## src/rtl/ifid_skid_reg.sv

```systemverilog
// IF/ID pipeline register with valid/ready handshake, 2-entry skid buffer, flush and MIPS field decode.
// Optional macro IFID_STALL_CNT_EN adds a saturating decode-stall counter output.
module ifid_skid_reg #(
  parameter int          PC_W    = 32,
  parameter logic [31:0] NOP_INS = 32'h0000_0000
) (
  input  logic            clk,
  input  logic            rst_n,
  input  logic            in_valid,
  output logic            in_ready,
  input  logic [PC_W-1:0] in_pcp4,
  input  logic [31:0]     in_ins,
  input  logic            flush,
  output logic            out_valid,
  input  logic            out_ready,
  output logic [PC_W-1:0] out_pcp4,
`ifdef IFID_STALL_CNT_EN
  output logic [15:0]     stall_cnt,
`endif
  output logic [5:0]      op,
  output logic [4:0]      rs_fmt,
  output logic [4:0]      rt_ft,
  output logic [4:0]      rd_fs,
  output logic [4:0]      sh_fd,
  output logic [5:0]      fun,
  output logic [15:0]     im,
  output logic [25:0]     ad
);

  logic            main_valid;
  logic [PC_W-1:0] main_pcp4;
  logic [31:0]     main_ins;
  logic            skid_valid;
  logic [PC_W-1:0] skid_pcp4;
  logic [31:0]     skid_ins;
  logic            acc;
  logic            fire;

  // in_ready comes straight from a flop, so decode's out_ready never reaches fetch combinationally
  assign in_ready  = !skid_valid;
  assign out_valid = main_valid;
  assign out_pcp4  = main_pcp4;
  assign acc       = in_valid & in_ready;
  assign fire      = main_valid & out_ready;

  always_ff @(posedge clk or negedge rst_n) begin
    if (!rst_n) begin
      main_valid <= 1'b0;
      main_pcp4  <= '0;
      main_ins   <= NOP_INS;
      skid_valid <= 1'b0;
      skid_pcp4  <= '0;
      skid_ins   <= NOP_INS;
    end else if (flush) begin
      main_valid <= 1'b0;
      main_pcp4  <= '0;
      main_ins   <= NOP_INS;
      skid_valid <= 1'b0;
      skid_pcp4  <= '0;
      skid_ins   <= NOP_INS;
    end else if (skid_valid) begin
      if (fire) begin
        main_pcp4  <= skid_pcp4;
        main_ins   <= skid_ins;
        skid_valid <= 1'b0;
      end
    end else if (main_valid) begin
      if (fire && acc) begin
        main_pcp4 <= in_pcp4;
        main_ins  <= in_ins;
      end else if (fire) begin
        main_valid <= 1'b0;
        main_ins   <= NOP_INS;
      end else if (acc) begin
        skid_valid <= 1'b1;
        skid_pcp4  <= in_pcp4;
        skid_ins   <= in_ins;
      end
    end else if (acc) begin
      main_valid <= 1'b1;
      main_pcp4  <= in_pcp4;
      main_ins   <= in_ins;
    end
  end

`ifdef IFID_STALL_CNT_EN
  // Counts held-but-not-taken cycles; sticks at all-ones and survives flushes
  always_ff @(posedge clk or negedge rst_n) begin
    if (!rst_n) begin
      stall_cnt <= '0;
    end else if (main_valid && !out_ready && stall_cnt != 16'hFFFF) begin
      stall_cnt <= stall_cnt + 16'd1;
    end
  end
`endif

  assign op     = main_ins[31:26];
  assign rs_fmt = main_ins[25:21];
  assign rt_ft  = main_ins[20:16];
  assign rd_fs  = main_ins[15:11];
  assign sh_fd  = main_ins[10:6];
  assign fun    = main_ins[5:0];
  assign im     = main_ins[15:0];
  assign ad     = main_ins[25:0];

endmodule
```

## config.mk

```make
export PLATFORM = sky130hd
export DESIGN_NAME = ifid_skid_reg
export DESIGN_NICKNAME = d
export VERILOG_FILES = /design/src/rtl/ifid_skid_reg.sv
export SDC_FILE = /design/constraint.sdc
export NUM_CORES = 1
export LEC_CHECK = 0
export BUFFER_PORTS_ARGS = -buffer_cell sky130_fd_sc_hd__buf_4
export CORE_ASPECT_RATIO = 0.7
export CORE_MARGIN = 2
export CORE_UTILIZATION = 50
export DETAILED_ROUTE_END_ITERATION = 6
export GPL_TIMING_DRIVEN = 0
export PLACE_DENSITY = 0.82
export SKIP_LAST_GASP = 1
export SLEW_MARGIN = 30
export SYNTH_ARGS = -nofsm -noshare
export SYNTH_HDL_FRONTEND = slang
export SYNTH_SLANG_ARGS = --single-unit
```

## constraint.sdc

```tcl
create_clock -name clk -period 3.2 [get_ports clk]
set_input_delay 0.32 -clock clk [delete_from_list [all_inputs] [get_ports clk]]
set_output_delay 0.32 -clock clk [all_outputs]
set_load 0.02 [all_outputs]
```

==> flow_summary.ini <==
[grt]
grt_max_degree = 78
antenna_found_initial = 0
grt_first_pass_wirelength_um = 24590
overflow = 0
grt_pass1_vias = 4869
grt_util_all_layers = 0.2472

[placement]
dpl.hpwl_um = 10910
port_buffers = 176
globalplace.congestion = 0.8106
dpl_cell_area_um2 = 7538

[layout]
seqCellArea_um2 = 3253
final_nets = 783
synthToLayoutAreaGrowth_pct = 35.60
n_fill_cell = 879
multi_input_area_um2 = 2235
diodes = 0
drive_above_1_share = 0.4144
final_area_um2 = 8117

[run]
cap_violations = 0

[timing]
hold_viol = 0
finalClockSkew_ns = 0.007737
finalCriticalPeriod_ns = 2.015
rsz0062_at_grt = false
drv_slew = 0
setup_viol_count_final = 0
post-route-period-util = 0.6297
tightest_slew_ns = 0.7561
fin_tns_setup_ns = 0
slew_headroom = 0.4932
fmax_mhz = 496.3

[clock_network]
post_cts.repair.setup_buffers = 0
clk_pin_slew_worst_paths_ns = 0.05
ctsHtreeMaxLevel = 4
cts_sinks = 130
cts_buffer_depth = 2
cts_resized = 0
tritoncts = built
hold_buffers = 1
ctsRootBufferMaster = clkbuf_16
numCtsBuffers = 17
clk-insertion-delay-late_ns = 0.41

[power_and_ir_drop]
p_switching_mw = 1.196
sw_frac_of_total = 0.2621
clkPwrFrac = 0.411
intPower_mw = 3.369
p_leak_nw = 4.112
pwr-share-seq = 0.398
ir_drop_mv = 0.3445
p_comb_frac = 0.191
power_density_nw_per_um2 = 562.5

[route]
wire_per_inst_um = 17.70
routed_via_density = 5.379
ant_nets = 0
drt_wl_total_um = 15600
dr.pass1.iters = 4
vias = 4739
route.detailed.drc = 0
drt_iter0_drc = 291

[worst_setup_path]
path_class = flop to flop
start_kind = flop
required_ns = 3.54
worstPathArrival_ns = 2.35
endpoint_kind = flop
cp_max_fo = 10

[hold_path]
hp-class = input pin to flop

[floorplan]
die_area_um2 = 12880
start_util = 0.5123
rows = 33
coreArea_um2 = 11690
die_x_um = 134.8
die_h_um = 95.55
io_pins = 177

[synth]
yosysWarnings = 0
synth-seq-cells = 130
syn-cell-area_um2 = 5986
synth_cells = 517
synth_area_leaders = dfrtp_1 54%, a22o_1 14%, mux2_2 5.8%
syn_avg_cell_area_um2 = 11.58
yosysSeqAreaShare = 0.5435
yosys.area.top_type = dfrtp_1
synth.net_count = 586
synthDistinctLibCells = 21
yosysTopAreaCellShare = 0.5435

[status]
outcome = finished, final reports clean
-- critical path, cell delays in order (launching register included) --
cell	delay, ns
dfrtp_1	0.39
buf_2	0.19
nand2b_1	0.19
nor3_2	0.63
buf_2	0.36
a22o_1	0.17
-- Yosys cell counts --
master and number:
and2_1 1, nor2_1 32, buf_2 20, clkbuf_1 20, nand2_1 32, or3b_1 1
a22o_1 96, mux2i_1 32, mux2_2 31, a41oi_2 1, dfrtp_1 130, a21oi_1 4
nor2b_1 1, inv_1 2, nand2b_1 34, buf_4 42, a21boi_1 1, a21oi_2 1
mux2_1 2, nor3_2 1, o21ai_0 33
-- routing by layer --
layer | share of wire | vias up | global-route usage
li1 | - | 2187 | -
met1 | 0.43 | 2357 | 0.3062
met2 | 0.48 | 183 | 0.4196
met3 | 0.086 | 12 | 0.08081
met4 | 0.0079 | 0 | 0.06930
met5 | 0 | - | 0
-- cell usage in the layout, fill, tap and decap left out --
| master | instances |
|---|---|
| buf_4 | 217 |
| dfrtp_1 | 130 |
| a22o_1 | 96 |
| nand2b_1 | 34 |
| o21ai_0 | 33 |
| nand2_1 | 32 |
| mux2i_1 | 32 |
| nor2_1 | 32 |
| mux2_2 | 31 |
| clkbuf_1 | 22 |
| buf_2 | 20 |
| clkbuf_16 | 17 |
| a21oi_1 | 4 |
| clkinv_2 | 4 |
| clkbuf_8 | 4 |
| inv_1 | 2 |
| mux2_1 | 2 |
| bufinv_16 | 2 |
| nor2b_1 | 1 |
| or3b_1 | 1 |
| and2_1 | 1 |
| a21boi_1 | 1 |
| a21oi_2 | 1 |
| a41oi_2 | 1 |
| nor3_2 | 1 |
| dlygate4sd3_1 | 1 |
| buf_8 | 1 |
| buf_16 | 1 |
-- cell families after synthesis --
logic type / after synthesis / share of synthesized area
flops: 130 / 0.5435
compound gates: 136 / 0.1768
simple gates: 102 / 0.08090
buf+inv: 84 / 0.08319
mux: 65 / 0.1156
-- state kept, by name, indices dropped and copies added (netlist names) --
name and cells:
main_ins 32, out_pcp4 32, skid_ins 32, skid_pcp4 32, out_valid 1, skid_valid 1
-- power by group through the flow --
stage / clock network (mW) / registers (mW) / logic (mW)
5_1_grt: 1.98 / 1.83 / 0.934
3_5_place_dp: 0 / 1.84 / 0.873
2_1_floorplan: 0 / 1.93 / 0.384
6_report: 1.87 / 1.82 / 0.872
4_1_cts: 1.90 / 1.82 / 0.880
3_3_place_gp: 0 / 1.84 / 0.848
-- stage by stage --
step	power, mW	worst slack [ns]	utilization	hold WS [ns]	instances
after floorplan	2.310	1.486	-	0.02441	517
after global placement	2.685	1.181	0.6421	0.4798	850
after detailed placement	2.718	1.126	0.6451	0.2631	851
after CTS	4.596	1.156	0.6946	0.1248	881
after global routing	4.742	1.031	0.6946	0.1297	881
final	4.565	1.185	0.6946	0.1364	881
-- worst paths after layout --
| check | start | to | slack, ns | cells after the start |
|---|---|---|---|---|
| setup / recovery | skid_valid$_DFF_PN0_ | skid_ins[26]$_DFFE_PN0P_ | 1.18 | 5 |
| hold / removal | in_pcp4[16] | skid_pcp4[16]$_DFFE_PN0P_ | 0.14 | 2 |
| setup reg to reg | skid_valid$_DFF_PN0_ | skid_ins[26]$_DFFE_PN0P_ | 1.18 | 5 |
| hold reg to reg | skid_ins[23]$_DFFE_PN0P_ | skid_ins[23]$_DFFE_PN0P_ | 0.50 | 1 |
| max in group asynchronous | rst_n | skid_pcp4[1]$_DFFE_PN0P_ | 2.08 | 3 |
| min in group asynchronous | rst_n | main_ins[23]$_DFFE_PN0P_ | 0.41 | 2 |
-- cell type report --
| class | count | share of cell area |
|---|---|---|
| Buffer | 82 | 0.06043 |
| Multi-Input combinational cell | 303 | 0.2753 |
| Clock buffer | 23 | 0.06012 |
| Tap cell | 157 | 0.02420 |
| Inverter | 2 | 0.0009249 |
| Timing Repair Buffer | 178 | 0.1683 |
| Clock inverter | 6 | 0.009866 |
| Sequential cell | 130 | 0.4008 |
No activity file was read; power rests on OpenSTA's default activity.
